===== config.mk =====
export PLATFORM = sky130hd
export DESIGN_NAME = c17_bist_ctrl
export DESIGN_NICKNAME = d
export VERILOG_FILES = /design/src/rtl/c17_bist_ctrl.sv
export SDC_FILE = /design/constraint.sdc
export NUM_CORES = 1
export LEC_CHECK = 0
export ABC_AREA = 1
export ABC_CLOCK_PERIOD_IN_PS = 2100
export CORE_UTILIZATION = 50
export CTS_BUF_LIST = sky130_fd_sc_hd__clkbuf_4 sky130_fd_sc_hd__clkbuf_8
export CTS_CLUSTER_DIAMETER = 50
export DETAILED_ROUTE_END_ITERATION = 8
export HOLD_SLACK_MARGIN = 0.15
export PLACE_DENSITY = 0.77
export SLEW_MARGIN = 0
export SYNTH_ARGS = -nofsm -noshare
export SYNTH_HDL_FRONTEND = slang
export SYNTH_SLANG_ARGS = --single-unit
export TNS_END_PERCENT = 1

===== constraint.sdc =====
create_clock -name clk -period 2.1 [get_ports clk]
set_input_delay 0.42 -clock clk [delete_from_list [all_inputs] [get_ports clk]]
set_output_delay 0.42 -clock clk [all_outputs]
set_load 0.05 [all_outputs]

===== src/rtl/c17_bist_ctrl.sv =====
// c17_bist_ctrl: BIST controller for the c17 benchmark netlist.
// It drives 5-bit patterns into a c17 instance and compacts the 2-bit
// responses into an 8-bit MISR (x^8+x^6+x^5+x^4+1). It flags pass or fail
// against a golden signature.
// Optional feature macro: C17_BIST_LFSR_EN. When it is defined, the pattern
// source is a 5-bit LFSR (x^5+x^3+1) instead of a binary counter.
module c17_bist_ctrl #(
  parameter int         NUM_PAT    = 32,
  parameter logic [7:0] SIG_GOLDEN = 8'h00,
  parameter logic [7:0] SIG_SEED   = 8'h00
) (
  input  logic       clk,
  input  logic       rst_n,
  input  logic       start,
  input  logic [1:0] resp_i,
  output logic [4:0] pat_o,
  output logic       busy,
  output logic       done,
  output logic       pass,
  output logic [7:0] signature
);

`ifdef C17_BIST_LFSR_EN
  // The LFSR never produces zero, so at most 31 distinct patterns exist.
  localparam int         EFF_PAT   = (NUM_PAT > 31) ? 31 : NUM_PAT;
  localparam logic [4:0] PAT_FIRST = 5'b00001;
`else
  localparam int         EFF_PAT   = NUM_PAT;
  localparam logic [4:0] PAT_FIRST = 5'b00000;
`endif

  localparam logic [4:0] LAST_IDX = 5'(EFF_PAT - 1);

  typedef enum logic [1:0] {
    IDLE,
    RUN,
    DONE
  } state_t;

  state_t     state;
  logic [4:0] idx;
  logic [7:0] misr_next;
  logic [4:0] pat_next;
  logic       fb;

  // Next MISR value: shift in the polynomial feedback, then fold in the response.
  always_comb begin
    fb        = signature[7] ^ signature[5] ^ signature[4] ^ signature[3];
    misr_next = {signature[6:0], fb} ^ {6'b0, resp_i};
  end

  // Next pattern from the selected pattern source.
  always_comb begin
`ifdef C17_BIST_LFSR_EN
    pat_next = {pat_o[3:0], pat_o[4] ^ pat_o[2]};
`else
    pat_next = pat_o + 5'd1;
`endif
  end

  // Control FSM. All outputs are registered here.
  // A reset during a run drops every partial result.
  always_ff @(posedge clk or negedge rst_n) begin
    if (!rst_n) begin
      state     <= IDLE;
      idx       <= 5'd0;
      pat_o     <= 5'd0;
      busy      <= 1'b0;
      done      <= 1'b0;
      pass      <= 1'b0;
      signature <= SIG_SEED;
    end else begin
      case (state)
        IDLE, DONE: begin
          if (start) begin
            state     <= RUN;
            idx       <= 5'd0;
            pat_o     <= PAT_FIRST;
            busy      <= 1'b1;
            done      <= 1'b0;
            pass      <= 1'b0;
            signature <= SIG_SEED;
          end
        end
        RUN: begin
          signature <= misr_next;
          if (idx == LAST_IDX) begin
            state <= DONE;
            busy  <= 1'b0;
            done  <= 1'b1;
            pass  <= (misr_next == SIG_GOLDEN);
          end else begin
            idx   <= idx + 5'd1;
            pat_o <= pat_next;
          end
        end
        default: state <= IDLE;
      endcase
    end
  end

endmodule


---- Word level (Yosys, flattened, before mapping) ----
Cells that the tools add are included.
cells by class
  bitwise gates (word level) .............. 4
  mux-type cells .......................... 18
  equal/unequal tests ..................... 6
  $add $sub $neg .......................... 2
  reductions and logical operators ........ 8
operator list
  kind                                                                    count
  5-bit one-hot mux with 2 select lines                                   2
  8-bit one-hot mux with 2 select lines                                   1
  5-bit two-way mux                                                       3
  5-bit by 1-bit adder with 5-bit output (second input constant)          2
  8-bit zero test                                                         1
  8-bit two-way mux                                                       1
  8-bit by 2-bit XOR with 8-bit output                                    1
  2-bit inequality test (second input constant)                           3
  1-bit one-hot mux with 2 select lines                                   3
  3-bit AND reduction                                                     2
  5-bit equality test (second input constant)                             1
  1-bit two-way mux                                                       5
  2-bit two-way mux                                                       2
  2-bit one-hot mux with 2 select lines                                   1
  2-bit AND reduction                                                     2
  1-bit XOR                                                               3
  2-bit by 1-bit equality test with 1-bit output (second input constant)  1
  2-bit equality test (second input constant)                             1
  2-bit zero test                                                         1
  2-bit nonzero test                                                      1
  2-bit OR reduction                                                      1
storage, ports and cells
  register bits ........................... 23
  input bits .............................. 5
  logic and storage cells ................. 45

---- Depth between registers and ports, before layout ----
  word-level depth ........................ 7
  depth in mapped cells ................... 11

---- Least setup slack after synthesis ----
OpenSTA, ideal clock, no wires.
  kind .................................... register to register
  start ................................... register idx[0]
  end ..................................... register pat_o[2]
  period minus slack after synthesis ...... 1.533 ns
  data arrival time ....................... 1.413 ns
  slack ................................... 0.567 ns
  data required time ...................... 1.980 ns
  setup time .............................. 0.120 ns
  cell stages (with the launch flop) ...... 12
  cells stage by stage .................... dfrtp_1 ha_1 nand2_1 nor2_1 ha_1 inv_1 nand2_4 nand2_4 buf_6 nand3_1 nand2_1 nor2_1
on the way
  cells in the longest elaborated chain, start to end .. 3
ends and longest elaborated chain
  item                                    line  source
  start: declaration                      41    logic [4:0] idx;
  start signal: assignment                93    idx <= idx + 5'd1;
  5-bit equality test                     87    if (idx == LAST_IDX) begin
  2-bit inequality test (no source line)  n/a
  3-bit AND reduction (no source line)    n/a
  end signal: assignment                  94    pat_o <= pat_next;
  end: declaration                        16    output logic [4:0] pat_o,
Every way passes these cells.
A chain may end at the register's enable or synchronous reset.

---- Worst setup path after layout ----
  start ................................... register pat_o[2]
  end ..................................... output port pat_o[2]
No word-level cell between the ends.

==> summary.txt <==
via/cell ratio = 5.08
H-tree levels = 1
Total Routing Usage GR = 19.9%
Max Fanout on Critical Path = 6
grt ovf = 0
Antenna Nets Post-Route = 0
antenna violations before repair = 0
sequential share of the synthesized area = 51.7%
slowest stage delay, CP = 0.84 ns
Die X = 49.2 µm
CTS tree = yes
Buf+Inv Stages, Crit Path = 1
simple-gate share of the synthesized area = 25.2%
First-pass DRT Iterations = 4
critical path endpoint category = output port
mux cell area share after synthesis = 0%
WL per Instance = 11.1 µm
kind of cell adding the most delay to the critical path = buffers and inverters
Setup Viol. Count Final = 0
Reg clk slew, reported paths = 0.12 ns
Starting Density = 55.1%
area of the multi-input gates = 427 µm²
share of the clock period used by the worst path = 95.9%
grt peak-use layer = met2
CP Launch Type = register
share of layout cells above drive strength 1 = 7.89%
measured slew at the worst slew-check pin = 0.498 ns
Peak Freq = 0.497 GHz
die area = 0.00242 mm²
type of the worst min-delay path = input port to async pin
Detail Placement HPWL = 1470 µm
# fillers = 174
maxcap violations = 0
met2 Use GR = 33.8%
core box area = 0.00202 mm²
sequence of cells on the critical path = clkdlybuf4s50_1
synthesized area per cell = 8.63 µm²
flops & latches, synth = 23
total I/O pin count = 21
slowest cell on the critical path = clkdlybuf4s50_1
Max Transition Viols Final = 0
Storage cell area = 576 µm²
yosys warns = 0
met1 usage = 24.3%
CP required = 1.68 ns
critical path class = register to output port
clock skew = 0.00227 ns
crit path time final = 2.01 ns
Final Hold Vio Count = 0
Post-CTS Setup Inserts = 0
hold buffers post-CTS = 0
Synth Net Count = 137
xor/xnor share of the synthesized area = 0.787%
Layout Nets = 161
# diodes = 0
Syn Inst Count = 129
fin util = 67.4%
Root Buffer = clkbuf_4
Synth Area in Adders = 3.37%
crit path DAT = 1.59 ns
outcome = completed
cell area after synthesis = 0.00111 mm²
Worst slew margin = 66.7%
Site Rows = 16
number of global-route vias before repair = 867
drt total wl = 1990 µm
clk buf depth = 2
Syn-to-layout area delta = 22.4%
clock latency on the worst-skew pair = 0.30 ns
Vias = 909
global-route wire length before repair = 3610 µm
port bufs = 20
Compound-Gate Fraction of Synth Area = 8.99%
largest family of logic cells by synthesized area = simple AND/OR/NAND/NOR gates
Remaining DRCs = 0
CTS resizes = 0
post-synth cell types = 19
DRT iter0 DRCs = 7
clk sink count = 23
largest net degree at the start of global routing = 24
setup TNS = 0 ns
RSZ-0062 raised after global routing = false
met3 Resource Use GR = 2.80%
Die Span Y = 49.2 µm
RePlAce Congestion = 0.792
Num CTS Buffers = 3
synthesized netlist by cell type, drive strengths merged:
library cell	instances	share of area, %
a21oi	3	1.7
buf	2	2.0
dfrtp	23	52
ha	3	3.4
inv	23	8.0
nand2	31	13
nand3	12	5.4
nand4	2	1.1
nor2	13	5.1
nor3	2	0.90
o21ai	6	2.7
o22ai	7	3.9
o31ai	1	0.67
xnor2	1	0.79
layout by cell type (no fill, tap or decap), drive strengths merged:
cell type / instances
nand2: 31
dfrtp: 23
inv: 23
clkdlybuf4s50: 20
nor2: 13
nand3: 12
o22ai: 7
o21ai: 6
clkbuf: 4
ha: 3
a21oi: 3
nor3: 2
nand4: 2
o31ai: 1
xnor2: 1
buf: 1
metrics by stage:
stage	worst slack (ns)	instances	area, µm²	hold slack, ns
finish	0.0861	179	1360	0.455
global route	0.00570	179	1360	0.463
CTS	0.0695	179	1360	0.462
detailed placement	0.419	175	1330	0.476
global placement	0.433	175	1330	0.464
floorplan	0.567	129	1110	0.124
registers in the layout, indices dropped and copies added (netlist names):
register	flops
signature	8
pass	1
idx	5
done	1
busy	1
state	2
pat_o	5
routing by layer:
metal | up-vias | part of all wire (%)
met1 | 424 | 48
met4 | 0 | 1.9
met5 | - | 0
met2 | 18 | 47
met3 | 4 | 3.4
li1 | 463 | -
cells by family (layout without fill, tap and decap cells):
family / after synthesis / in the layout
simple gates: 60 / 60
buf+inv: 25 / 48
flops: 23 / 23
compound gates: 17 / 17
fa+ha+maj: 3 / 3
xor+xnor: 1 / 1
area by class of cell:
class	instances	area share, %
repair buffers	21	15.2
flip-flops and latches	23	42.2
inverters	23	6.52
multi-input cells	81	31.3
clock buffers	4	2.20
well taps	27	2.48
path summary, 6_finish.rpt:
| path | startpoint | to | slack, ns | depth (start not counted) |
|---|---|---|---|---|
| worst min-delay path | rst_n | signature[3] | 0.46 | 2 |
| worst min register to register | done | done | 0.49 | 2 |
| min in group clk | done | done | 0.49 | 2 |
| max in group asynchronous | rst_n | busy | 1.42 | 2 |
| worst max register to register | idx[0] | idx[0] | 0.46 | 10 |
| worst max-delay path | pat_o[2] | pat_o[2] | 0.09 | 1 |
Power is left out: the tool's default activity adds up to more than one toggle a clock period on the data nets, which glitch-free logic cannot reach.
